File: src/rtl/instr_exec_unit_pkg.sv
// ----------------------------------------------------------------------------
// instr_exec_unit_pkg
//   Shared definitions for the mode-1 CPU execute unit and the fetch ROM:
//   instruction field positions, opcode encodings and the execute FSM states.
//   Instruction word layout: [7:5] opcode, [4:0] operand.
//   LDI reuses the operand: [4] register select, [3:0] 4-bit immediate.
// ----------------------------------------------------------------------------
package instr_exec_unit_pkg;

    localparam int INSTR_W    = 8;
    localparam int OPC_MSB    = 7;
    localparam int OPC_LSB    = 5;
    localparam int OPND_MSB   = 4;
    localparam int OPND_W     = OPND_MSB + 1;  // also the MUL iteration count
    localparam int REGSEL_BIT = 4;
    localparam int IMM4_MSB   = 3;
    localparam int IMM4_LSB   = 0;

    localparam logic [2:0] OP_ADD  = 3'b000;
    localparam logic [2:0] OP_SUB  = 3'b001;
    localparam logic [2:0] OP_MUL  = 3'b010;
    localparam logic [2:0] OP_AND  = 3'b011;
    localparam logic [2:0] OP_OR   = 3'b100;
    localparam logic [2:0] OP_XOR  = 3'b101;
    localparam logic [2:0] OP_LDI  = 3'b110;
    localparam logic [2:0] OP_HALT = 3'b111;

    typedef enum logic [1:0] {
        ST_EXEC   = 2'd0,
        ST_MUL    = 2'd1,
        ST_HALTED = 2'd2
    } exec_state_e;

endpackage

File: src/rtl/exec_mul_seq.sv
// ----------------------------------------------------------------------------
// exec_mul_seq
//   Shift-add multiplier, one partial product per cycle for OPND_W cycles.
//   The final partial product is added combinationally so that `prod` is the
//   complete result in the same cycle `done` is high; the caller writes it
//   back on that edge.
// Ports
//   clock, reset_n : clock and synchronous active-low reset (aborts a run)
//   start          : load operands and begin (ignored while a run is active)
//   stall          : freeze the iteration for this cycle
//   a, b           : multiplicand (DATA_W) and multiplier (OPND_W)
//   done           : high on the last iteration cycle (not while stalled)
//   prod           : DATA_W+OPND_W bit product, valid when done is high
// ----------------------------------------------------------------------------
module exec_mul_seq #(
    parameter int DATA_W = 8,
    parameter int OPND_W = 5
) (
    input  logic                     clock,
    input  logic                     reset_n,
    input  logic                     start,
    input  logic                     stall,
    input  logic [DATA_W-1:0]        a,
    input  logic [OPND_W-1:0]        b,
    output logic                     done,
    output logic [DATA_W+OPND_W-1:0] prod
);

    localparam int PROD_W = DATA_W + OPND_W;
    localparam int CNT_W  = $clog2(OPND_W + 1);

    logic              active_q, active_d;
    logic [CNT_W-1:0]  cnt_q, cnt_d;
    logic [PROD_W-1:0] mcand_q, mcand_d;
    logic [PROD_W-1:0] acc_q, acc_d;
    logic [OPND_W-1:0] mplier_q, mplier_d;
    logic [PROD_W-1:0] pp;

    always_comb begin
        // NOTE: every signal driven here gets a default first, so no path
        // leaves it unassigned and no latch is inferred.
        active_d = active_q;
        cnt_d    = cnt_q;
        mcand_d  = mcand_q;
        acc_d    = acc_q;
        mplier_d = mplier_q;

        // Multiplicand shifts left and multiplier right, so bit 0 of the
        // multiplier always gates the current partial product.
        pp   = mplier_q[0] ? mcand_q : '0;
        prod = acc_q + pp;
        done = active_q && !stall && (cnt_q == CNT_W'(OPND_W - 1));

        if (!active_q && start) begin
            active_d = 1'b1;
            cnt_d    = '0;
            mcand_d  = PROD_W'(a);
            acc_d    = '0;
            mplier_d = b;
        end else if (active_q && !stall) begin
            acc_d    = prod;
            mcand_d  = mcand_q << 1;
            mplier_d = mplier_q >> 1;
            cnt_d    = cnt_q + CNT_W'(1);
            if (done) begin
                active_d = 1'b0;
            end
        end
    end

    // NOTE: only the control bit needs reset; the datapath registers are
    // always loaded by start before they are read, so resetting them buys
    // nothing.
    always_ff @(posedge clock) begin
        if (!reset_n) begin
            active_q <= 1'b0;
        end else begin
            active_q <= active_d;
        end
    end

    // NOTE: sequential state uses non-blocking assignments so every register
    // samples the pre-edge values regardless of statement order.
    always_ff @(posedge clock) begin
        cnt_q    <= cnt_d;
        mcand_q  <= mcand_d;
        acc_q    <= acc_d;
        mplier_q <= mplier_d;
    end

endmodule

File: src/rtl/instr_exec_unit.sv
// ----------------------------------------------------------------------------
// instr_exec_unit
//   Execute stage of the mode-1 CPU. Decodes the 8-bit word from the PC/ROM
//   fetch block, executes it on R0/R1 and pulses fetch_ena (Mealy) so the
//   fetch block advances its PC on the same edge the instruction retires.
//   ALU ops take one clock; MUL uses exec_mul_seq and takes OPND_W+1 clocks.
// Ports
//   clock, reset_n  : clock, synchronous active-low reset
//   run             : 1 = execute, 0 = stall (no state change, no fetch_ena)
//   instr_in        : [7:5] opcode, [4:0] operand
//   fetch_ena       : instruction retires this cycle, PC may advance
//   busy            : MUL iterating
//   halted          : HALT has retired; absorbing until reset
//   r0_out, r1_out  : register contents
//   flag_zero       : last ALU result was zero
//   flag_carry      : carry / borrow / MUL overflow of the last arithmetic op
//   retired_cnt     : wrapping count of fetch_ena pulses (EXEC_PERF_CNT_EN)
// Configuration
//   EXEC_PERF_CNT_EN : when defined, adds the retired_cnt port and counter.
// ----------------------------------------------------------------------------
module instr_exec_unit
    import instr_exec_unit_pkg::*;
#(
    parameter int DATA_W = 8
) (
    input  logic               clock,
    input  logic               reset_n,
    input  logic               run,
    input  logic [INSTR_W-1:0] instr_in,
    output logic               fetch_ena,
    output logic               busy,
    output logic               halted,
    output logic [DATA_W-1:0]  r0_out,
    output logic [DATA_W-1:0]  r1_out,
    output logic               flag_zero,
    output logic               flag_carry
`ifdef EXEC_PERF_CNT_EN
    ,
    output logic [7:0]         retired_cnt
`endif
);

    exec_state_e               state_q, state_d;
    logic [DATA_W-1:0]         r0_q, r0_d, r1_q, r1_d;
    logic                      zero_q, zero_d, carry_q, carry_d;
    logic                      fetch_d;
    logic                      mul_start, mul_done;
    logic [DATA_W+OPND_W-1:0]  mul_prod;

    logic [2:0]        opcode;
    logic [DATA_W-1:0] imm;
    logic [DATA_W:0]   sum, diff;

    assign opcode = instr_in[OPC_MSB:OPC_LSB];
    assign imm    = DATA_W'(instr_in[OPND_MSB:0]);
    assign sum    = {1'b0, r0_q} + {1'b0, imm};
    assign diff   = {1'b0, r0_q} - {1'b0, imm};  // MSB is the borrow

    exec_mul_seq #(
        .DATA_W (DATA_W),
        .OPND_W (OPND_W)
    ) u_mul (
        .clock   (clock),
        .reset_n (reset_n),
        .start   (mul_start),
        .stall   (!run),
        .a       (r0_q),
        .b       (instr_in[OPND_MSB:0]),
        .done    (mul_done),
        .prod    (mul_prod)
    );

    always_comb begin
        state_d   = state_q;
        r0_d      = r0_q;
        r1_d      = r1_q;
        zero_d    = zero_q;
        carry_d   = carry_q;
        fetch_d   = 1'b0;
        mul_start = 1'b0;

        if (run) begin
            unique case (state_q)
                ST_EXEC: begin
                    fetch_d = 1'b1;
                    unique case (opcode)
                        OP_ADD: begin
                            r0_d    = sum[DATA_W-1:0];
                            carry_d = sum[DATA_W];
                        end
                        OP_SUB: begin
                            r0_d    = diff[DATA_W-1:0];
                            carry_d = diff[DATA_W];
                        end
                        OP_MUL: begin
                            fetch_d   = 1'b0;
                            mul_start = 1'b1;
                            state_d   = ST_MUL;
                        end
                        OP_AND: begin
                            r0_d    = r0_q & imm;
                            carry_d = 1'b0;
                        end
                        OP_OR: begin
                            r0_d    = r0_q | imm;
                            carry_d = 1'b0;
                        end
                        OP_XOR: begin
                            r0_d    = r0_q ^ imm;
                            carry_d = 1'b0;
                        end
                        OP_LDI: begin
                            if (instr_in[REGSEL_BIT]) begin
                                r1_d = DATA_W'(instr_in[IMM4_MSB:IMM4_LSB]);
                            end else begin
                                r0_d = DATA_W'(instr_in[IMM4_MSB:IMM4_LSB]);
                            end
                        end
                        OP_HALT: begin
                            state_d = ST_HALTED;
                        end
                    endcase
                    // Zero flag tracks ALU results only (ADD..XOR).
                    if (opcode inside {OP_ADD, OP_SUB, OP_AND, OP_OR, OP_XOR}) begin
                        zero_d = (r0_d == '0);
                    end
                end
                ST_MUL: begin
                    if (mul_done) begin
                        fetch_d = 1'b1;
                        r0_d    = mul_prod[DATA_W-1:0];
                        carry_d = |mul_prod[DATA_W+OPND_W-1:DATA_W];
                        zero_d  = (mul_prod[DATA_W-1:0] == '0);
                        state_d = ST_EXEC;
                    end
                end
                ST_HALTED: begin
                end
                default: begin
                    state_d = ST_EXEC;
                end
            endcase
        end
    end

    // fetch_ena must stay low during reset even though the FSM is still in
    // its pre-reset state for that cycle.
    assign fetch_ena  = fetch_d && reset_n;
    assign busy       = (state_q == ST_MUL);
    assign halted     = (state_q == ST_HALTED);
    assign r0_out     = r0_q;
    assign r1_out     = r1_q;
    assign flag_zero  = zero_q;
    assign flag_carry = carry_q;

    always_ff @(posedge clock) begin
        if (!reset_n) begin
            state_q <= ST_EXEC;
            r0_q    <= '0;
            r1_q    <= '0;
            zero_q  <= 1'b0;
            carry_q <= 1'b0;
        end else begin
            state_q <= state_d;
            r0_q    <= r0_d;
            r1_q    <= r1_d;
            zero_q  <= zero_d;
            carry_q <= carry_d;
        end
    end

`ifdef EXEC_PERF_CNT_EN
    logic [7:0] retired_q;

    always_ff @(posedge clock) begin
        if (!reset_n) begin
            retired_q <= '0;
        end else if (fetch_ena) begin
            retired_q <= retired_q + 8'd1;
        end
    end

    assign retired_cnt = retired_q;
`endif

endmodule

File: config.mk
export PLATFORM = sky130hd
export DESIGN_NAME = instr_exec_unit
export DESIGN_NICKNAME = d
export VERILOG_FILES = /design/src/rtl/instr_exec_unit_pkg.sv /design/src/rtl/exec_mul_seq.sv /design/src/rtl/instr_exec_unit.sv
export SDC_FILE = /design/constraint.sdc
export NUM_CORES = 1
export LEC_CHECK = 0
export BUFFER_PORTS_ARGS = -buffer_cell sky130_fd_sc_hd__buf_4
export CAP_MARGIN = 10
export CORE_MARGIN = 1
export CORE_UTILIZATION = 33
export CTS_BUF_LIST = sky130_fd_sc_hd__clkbuf_4 sky130_fd_sc_hd__clkbuf_8 sky130_fd_sc_hd__clkbuf_16
export CTS_CLUSTER_DIAMETER = 200
export CTS_CLUSTER_SIZE = 16
export DETAILED_ROUTE_END_ITERATION = 16
export GPL_TIMING_DRIVEN = 0
export PLACE_DENSITY = 0.54
export SLEW_MARGIN = 25
export SYNTH_ARGS = -nofsm -noshare
export SYNTH_HDL_FRONTEND = slang
export SYNTH_SLANG_ARGS = --single-unit
File: constraint.sdc
create_clock -name clock -period 5.3 [get_ports clock]
set_clock_uncertainty 0.1 [all_clocks]
set_input_delay 0.53 -clock clock [delete_from_list [all_inputs] [get_ports clock]]
set_output_delay 0.53 -clock clock [all_outputs]
set_load 0.05 [all_outputs]
Word level (Yosys, flattened, before mapping)
Index checks and enable logic that the tools add are counted.
Widths: inputs -> output; s select.
{"block": "word_totals", "reg_bits": 51, "output_inout_bits": 21, "elab_cells": 84}
{"block": "op_classes", "addsub": 4, "eq_ne": 14, "muxes": 30, "bitwise_logic": 4, "reduce_logical": 21}
{"cell": "$mux 8", "count": 6}
{"cell": "$pmux 8 s6", "count": 1}
{"cell": "$logic_not 8->1", "count": 2}
{"cell": "$pmux 8 s2", "count": 1}
{"cell": "$reduce_and 4->1", "count": 4}
{"cell": "$eq 3x3->1 const B", "count": 5}
{"cell": "$add 13x13->13", "count": 1}
{"cell": "$mux 13", "count": 1}
{"cell": "$mux 1", "count": 12}
{"cell": "$mux 5", "count": 2}
{"cell": "$add 8x5->9", "count": 1}
{"cell": "$sub 8x5->9", "count": 1}
{"cell": "$and 8x5->8", "count": 1}
{"cell": "$or 8x5->8", "count": 1}
{"cell": "$xor 8x5->8", "count": 1}
{"cell": "$eq 3x2->1 const B", "count": 2}
{"cell": "$pmux 1 s2", "count": 3}
{"cell": "$pmux 2 s3", "count": 1}
{"cell": "$reduce_bool 2->1", "count": 3}
{"cell": "$reduce_bool 5->1", "count": 1}
{"cell": "$reduce_or 5->1", "count": 1}
{"cell": "$logic_and 1x1->1", "count": 4}
{"cell": "$ne 4x4->1 const B", "count": 1}
{"cell": "$pmux 2 s2", "count": 1}
{"cell": "other kinds (16)", "count": 16}

Longest topological paths before layout
Gate-level depths: netlist of the first run.
{"block": "logic_depth", "ltp_word": 7, "mapped_depth": 11, "mapped_depth_nobuf": 10}

Modules after synthesis
Synthesis of the first run repeated with hierarchy kept, for this count alone.
{"block": "unflattened", "hier_cells": 428, "hier_area_um2": 3854.9}
{"module": "instr_exec_unit", "n_inst": 1, "cells_per_inst": 263, "area_per_inst_um2": 1978.1, "seq_area_each_um2": 320.3}
{"module": "exec_mul_seq", "n_inst": 1, "cells_per_inst": 165, "area_per_inst_um2": 1876.8, "seq_area_each_um2": 830.8}

Worst setup path after synthesis of the first run
Ideal clock, no wire load.
{"block": "synth_path", "kind": "input -> output", "startpoint": "in run", "endpoint": "out fetch_ena", "t_arrival_ns": 3.484, "setup_slack_ns": 1.186, "path_stages": 4, "path_cell_list": "and2_1 clkbuf_1 nand3_1 a2111oi_0"}
{"block": "synth_between", "elab_chain_len": 6}
{"element": "start, declared", "line": "instr_exec_unit.sv:28", "text": "input logic run,"}
{"element": "$logic_and 1x1->1 (2 in series)", "line": "exec_mul_seq.sv:52", "text": "done = active_q && !stall && (cnt_q == CNT_W'(OPND_W - 1));"}
{"element": "$mux 1", "line": "instr_exec_unit.sv:129", "text": "if (mul_done) begin"}
{"element": "$pmux 1 s2", "line": "instr_exec_unit.sv:83", "text": "unique case (state_q)"}
{"element": "$mux 1 *", "line": "instr_exec_unit.sv:82", "text": "if (run) begin"}
{"element": "$logic_and 1x1->1 *", "line": "instr_exec_unit.sv:148", "text": "assign fetch_ena = fetch_d && reset_n;"}
{"element": "end, declared", "line": "instr_exec_unit.sv:30", "text": "output logic fetch_ena,"}
Every way passes the cells marked *; elsewhere a longest branch is shown, timed or not.

Worst setup path after layout of the first run
{"block": "layout_path", "startpoint": "reg u_mul.mplier_q[0]", "endpoint": "reg carry_q, in the netlist flag_carry"}
{"block": "layout_between", "elab_chain_len": 5}
{"element": "start, declared", "line": "exec_mul_seq.sv:36", "text": "logic [OPND_W-1:0] mplier_q, mplier_d;"}
{"element": "start signal, assigned", "line": "exec_mul_seq.sv:88", "text": "mplier_q <= mplier_d;"}
{"element": "$mux 13", "line": "exec_mul_seq.sv:50", "text": "pp = mplier_q[0] ? mcand_q : '0;"}
{"element": "$add 13x13->13", "line": "exec_mul_seq.sv:51", "text": "prod = acc_q + pp;"}
{"element": "$reduce_or 5->1", "line": "instr_exec_unit.sv:132", "text": "carry_d = |mul_prod[DATA_W+OPND_W-1:DATA_W];"}
{"element": "$mux 1", "line": "instr_exec_unit.sv:129"}
{"element": "$pmux 1 s2", "line": "instr_exec_unit.sv:83"}
{"element": "end signal, assigned", "line": "instr_exec_unit.sv:168", "text": "carry_q <= carry_d;"}
{"element": "end, declared", "line": "instr_exec_unit.sv:45", "text": "logic zero_q, zero_d, carry_q, carry_d;"}
Every way passes these cells. The select of a mux whose other input is x is not followed.
A chain may end at the register's enable or synchronous reset.

==> impl_metrics.tcl, run 1 <==
set metrics [dict create \
    nets 558 \
    grt_pass1_wl_mm 17.7 \
    peakVddDrop_mv 0.129 \
    drtAntennaViolNets 0 \
    max_cap_violations 0 \
    drt_drc_violations_left 0 \
    grt_usage 0.191 \
    r2r_slack_ns 1.64 \
    cts_tree "built" \
    hold_start "u_mul.acc_q[11]" \
    r2r_end "flag_carry" \
    n_fill_cell 1209 \
    dp_hpwl_mm 8.42 \
    synth_top_area_frac 0.197 \
    multi_input_area_mm2 0.00250 \
    syn_area_mm2 0.00387 \
    leakagePower_nw 1.84 \
    syn_inst 478 \
    post_cts_resized 0 \
    synth_most_common_cell "nand2_1" \
    worst_slew_pin_slew_ns 0.686 \
    synth_ff_type "dfxtp_1" \
    end_kind "flip-flop" \
    fin_cells 659 \
    p_per_area_mw_per_mm2 254 \
    hold_path_class "reg -> reg" \
    postCtsHoldBufs 0 \
    drt_iter0_markers 202 \
    final.setup.worst_slack_ns 1.64 \
    setup_tns_ns 0 \
    cts_buffers 5 \
    vias_per_cell 5.47 \
    timing.fmax_mhz 273 \
    yosysTopAreaCell "dfxtp_1" \
    dp_cells 651 \
    outcome "complete, no violations" \
    reg2reg_depth 11 \
    place_ws_ns 1.69 \
    path_clk_slew_ns 0.07 \
    syn_area_per_cell_um2 8.09 \
    slew_viol_final 0 \
    hold_viol 0 \
    cp-start-kind "flip-flop" \
    dieArea_mm2 0.0122 \
    diodes 0 \
    crit_path_max_fanout 10 \
    coreArea_mm2 0.0114 \
    whs_ns 0.352 \
    grt_max_degree 19 \
    synthTopCellsByCount "nand2_1, dfxtp_1, o21ai_0" \
    routedWlPerCell_um 16.7 \
    wl_mm 11.0 \
    synth-edff-count 13 \
    die_y_um 110 \
    crit_arrival_ns 3.73 \
    synthArstFlopShare 0 \
    worstPathRequired_ns 5.38 \
    ys_types 66 \
    fin_total_pwr_mw 1.12 \
    hold_depth 2 \
    final.min_clock_period_ns 3.66 \
    final-setup-viol-count 0 \
    num_rows 39 \
    netlist_top_cells_area "dfxtp_1, edfxtp_1, ha_1" \
    grt_pass1_vias 3404 \
    place_congestion 0.869 \
    final_cell_area_mm2 0.00441 \
    first_pass_iters 5 \
    vias 3605 \
    hold-path-endpoint "u_mul.acc_q[11]" \
    htreeDepth 2 \
    overflow 0 \
    portBuffers 27 \
    die_w_um 110 \
    clk_path_buf_depth 2 \
    clock-root-buffer "clkbuf_16" \
    ios 32 \
    synth-seq-cells 51 \
    regToRegStartpoint "u_mul.mplier_q[0]" \
    utilization 0.386 \
    finalCritPeriodShare 0.690 \
    antenna_found_initial 0 \
    slew_headroom 0.539 \
    cts.sinks 51 \
    path_class "reg -> reg" \
    yosysWarningCount 0 \
    register_area_mm2 0.00115 \
    grt_setup_unrepaired "false" \
    area_growth_pct 14.1 \
    start_util 0.339 \
    clock_latency_ns 0.30 \
    placed_area_mm2 0.00426 \
    synth_seq_area_share 0.298 \
    drive_gt1_frac 0.118 \
    cts_setup_buffers 0 \
]
[logic make-up after synthesis]
| group | after synthesis | synth area share |
|---|---|---|
| muxes | 17 | 0.0476 |
| xor gates and xnor gates | 11 | 0.0249 |
| DFF | 51 | 0.298 |
| buffers and inverters | 54 | 0.0583 |
| and+or+nand+nor | 168 | 0.216 |
| other | 1 | 0.000970 |
| adders and majority gates | 32 | 0.109 |
| AOI/OAI and AO/OA | 144 | 0.246 |
[area by class of cell]
| type | count | share of cell area |
|---|---|---|
| tap | 143 | 0.0405 |
| clock inverter | 3 | 0.00652 |
| timing repair buffer | 27 | 0.0459 |
| clock buffer | 5 | 0.0284 |
| multi-input combinational | 376 | 0.567 |
| sequential | 51 | 0.261 |
| inverter | 25 | 0.0213 |
| buffer | 29 | 0.0298 |
[cell usage in the layout, fill, tap and decap left out, types with 6 or more instances in the layout]
cell | synthesis | routed
ha_1 | 29 | 29
edfxtp_1 | 13 | 13
o22ai_1 | 10 | 10
buf_2 | 6 | 6
dfxtp_1 | 38 | 38
a211oi_1 | 7 | 7
buf_4 | 4 | 31
nand2_1 | 57 | 57
clkbuf_1 | 19 | 19
mux2i_1 | 6 | 6
nand3_1 | 11 | 11
mux2_2 | 10 | 10
a21oi_1 | 28 | 28
o21ai_0 | 34 | 34
a21o_1 | 11 | 11
xnor2_1 | 6 | 6
and2_1 | 17 | 17
inv_1 | 23 | 23
nor2b_1 | 12 | 12
nor2_1 | 27 | 27
nor3_1 | 10 | 10
nand2b_1 | 8 | 8
[worst max path at each step]
stage | from | endpoint | depth (start not counted)
after global placement | u_mul.mplier_q[0] | flag_carry | 11
after global routing | u_mul.mplier_q[0] | flag_carry | 11
final | u_mul.mplier_q[0] | flag_carry | 11
after CTS | u_mul.mplier_q[0] | flag_carry | 11
after floorplan | run | fetch_ena | 4
after detailed placement | u_mul.mplier_q[0] | flag_carry | 11
[per-layer routing]
layer	up-vias	share of wire	global-route usage
met5	-	0	0
met4	0	0.0096	0.0376
met3	12	0.053	0.0359
met2	112	0.43	0.299
li1	1787	-	-
met1	1694	0.51	0.275
[where the power goes]
| part | leakage [nW] | switching (mW) | internal (mW) |
|---|---|---|---|
| Combinational | 1.33 | 0.207 | 0.119 |
| Clock | 0.0759 | 0.161 | 0.180 |
| Sequential | 0.430 | 0.0241 | 0.428 |
| Total | 1.84 | 0.393 | 0.727 |
[state kept, by name (all words and copies together), names as in the netlist]
| signal | flops |
|---|---|
| u_mul.acc_q | 13 |
| u_mul.mcand_q | 13 |
| r0_out | 8 |
| u_mul.mplier_q | 5 |
| r1_out | 4 |
| u_mul.cnt_q | 3 |
| state_q | 2 |
| flag_carry | 1 |
| flag_zero | 1 |
| u_mul.active_q | 1 |
[worst max-delay path: stages, from the launching register on]
cell       delay [ns]
edfxtp_1         0.46
clkbuf_1         0.24
and2_1           0.19
ha_1             0.20
fa_1             0.44
a211oi_1         0.35
nor2_1           0.11
a2111oi_0        0.55
o21ai_0          0.23
a211oi_1         0.36
a31o_1           0.22
o21ai_1          0.06
(Power assumes the default switching activity.)
==> run 2: changes to the inputs <==
- PLACE_DENSITY: 0.54 -> 0.56
- clock period: 5.3 -> 2.97 ns (I/O delays scaled with it)
==> run 2 against run 1 <==
Routed wire length grew 2.6%; combinational power is 85% higher; critical path depth unchanged; clock-buffer cell count rose by 2; cell count is 0.15% higher; sequential power rose by 79%; sequential cell count stayed put; cell area up 3.7%; clock power increased by 92%; critical endpoint unchanged; highest routed layer unchanged.
==> impl_metrics.tcl, run 2 (synthesized netlist as in run 1, its figures left out) <==
set metrics [dict create \
    placed_area_mm2 0.00427 \
    die_w_um 110 \
    p_per_area_mw_per_mm2 452 \
    layout_common_cells "nand2_1, dfxtp_1, buf_4, o21ai_0, a21oi_1" \
    grt_pass1_wl_mm 18.0 \
    area_growth_pct 18.3 \
    num_rows 39 \
    crit_path_max_fanout 6 \
    dp_hpwl_mm 8.54 \
    critPathMostFrequentCell "a211oi_2" \
    peakVddDrop_mv 0.249 \
    dieArea_mm2 0.0122 \
    swShare 0.334 \
    final-setup-viol-count 0 \
    p_clk_frac 0.317 \
    grt_max_degree 16 \
    register_area_mm2 0.00115 \
    final.setup.worst_slack_ns 0.102 \
    hold_viol 0 \
    place_ws_ns -0.656 \
    cts_tree "built" \
    end_kind "flip-flop" \
    final.min_clock_period_ns 2.87 \
    final_common_cell "nand2_1" \
    outcome "complete, no violations" \
    slew_headroom 0.598 \
    path_cells "clkbuf_8 > and2_4 > ha_4 > fa_2 > a211oi_2 > nor2_2 > a2111oi_4 > o21ai_2 > a211oi_2 > a31o_1 > o21ai_1" \
    clk_path_buf_depth 2 \
    leakagePower_nw 1.90 \
    switchingPower_mw 0.690 \
    path_clk_slew_ns 0.07 \
    coreArea_mm2 0.0114 \
    reg2reg_depth 11 \
    first_pass_iters 4 \
    dp_cells 651 \
    htreeDepth 2 \
    vias_per_cell 5.46 \
    cp_slowest_cell "edfxtp_1" \
    worst_slew_pin_slew_ns 0.604 \
    drt_iter0_markers 252 \
    wl_mm 11.3 \
    cp-start-kind "flip-flop" \
    final_cell_area_mm2 0.00458 \
    seq_power_share 0.392 \
    drtAntennaViolNets 0 \
    clock_latency_ns 0.30 \
    cpPeakStageDelay_ns 0.43 \
    drt_drc_violations_left 0 \
    cts.sinks 51 \
    nets 559 \
    place_congestion 0.857 \
    fin_total_pwr_mw 2.07 \
    p_comb_frac 0.291 \
    crit_arrival_ns 2.94 \
    utilization 0.401 \
    worstPathRequired_ns 3.04 \
    clock-root-buffer "clkbuf_16" \
    multi_input_area_mm2 0.00261 \
    cts_buffers 5 \
    postCtsHoldBufs 0 \
    vias 3605 \
    grt_usage 0.194 \
    finalCritPeriodShare 0.966 \
    timing.fmax_mhz 349 \
    n_fill_cell 1214 \
    max_cap_violations 0 \
    grt_pass1_vias 3476 \
    antenna_found_initial 0 \
    die_y_um 110 \
    drive_gt1_frac 0.170 \
    grt_setup_unrepaired "true" \
    power.internal_mw 1.38 \
    hold_depth 2 \
    slew_viol_final 0 \
    diodes 0 \
    portBuffers 27 \
    start_util 0.339 \
    hold_path_class "in -> reg" \
    overflow 0 \
    ios 32 \
    routedWlPerCell_um 17.1 \
    path_class "reg -> reg" \
    fin_cells 660 \
]
-- run 2: cell count changes in the layout (fill, tap and decap cells not counted), sizes merged --
cell    previous run  this run
buf               37        42
clkbuf            24        22
clkinv             3         2
inv               25        24
-- run 2: path summary, 6_finish.rpt --
path	slack, ns	end	from
worst min register to register	0.36	u_mul.mcand_q[12]	u_mul.mcand_q[12]
worst min-delay path	0.26	u_mul.mplier_q[3]	instr_in[3]
worst max register to register	0.10	flag_carry	u_mul.mplier_q[0]
worst max-delay path	0.10	flag_carry	u_mul.mplier_q[0]
-- run 2: power groups by stage --
stage,sequential (mW),clock [mW],combinational (mW)
2_1_floorplan,0.848,0,0.386
4_1_cts,0.807,0.665,0.580
3_5_place_dp,0.823,0,0.572
6_report,0.809,0.655,0.602
5_1_grt,0.817,0.692,0.665
3_3_place_gp,0.822,0,0.563
-- run 2: final cells by class --
cell class / count / share of cell area
plain buffers: 25 / 0.0276
clock buffers: 7 / 0.0358
clock inverters: 1 / 0.00109
inverters: 25 / 0.0205
multi-input cells: 376 / 0.571
flip-flops and latches: 51 / 0.252
well taps: 143 / 0.0391
repair buffers: 32 / 0.0533
-- run 2: stage by stage --
step	hold WS [ns]	setup TNS, ns
floorplan	0.327	0
global placement	0.342	-1.37
detailed placement	0.350	-1.41
CTS	0.257	0
global route	0.255	-0.0389
finish	0.256	0
-- run 2: per-layer routing --
| metal | vias up | track usage | share of wire |
|---|---|---|---|
| met1 | 1734 | 0.279 | 0.50 |
| met5 | - | 0 | 0 |
| met2 | 75 | 0.307 | 0.45 |
| met3 | 10 | 0.0276 | 0.039 |
| li1 | 1786 | - | - |
| met4 | 0 | 0.0414 | 0.011 |
-- run 2: what timing repair did --
action	4_1_cts	5_1_grt
setup endpoints to repair	4	5
setup buffers	4	1
pin swaps	6	7
gates resized for setup	11	21
cloned	0	0
-- run 2: worst max-delay path: cells and delay by family, from the launching register on --
kind                     cells  cell delay (ns)
AO/OA/AOI/OAI                6             1.23
adder cells (fa/ha/maj)      2             0.55
flip-flops                   1             0.43
AND/OR/NAND/NOR              2             0.24
buffers and inverters        1             0.18
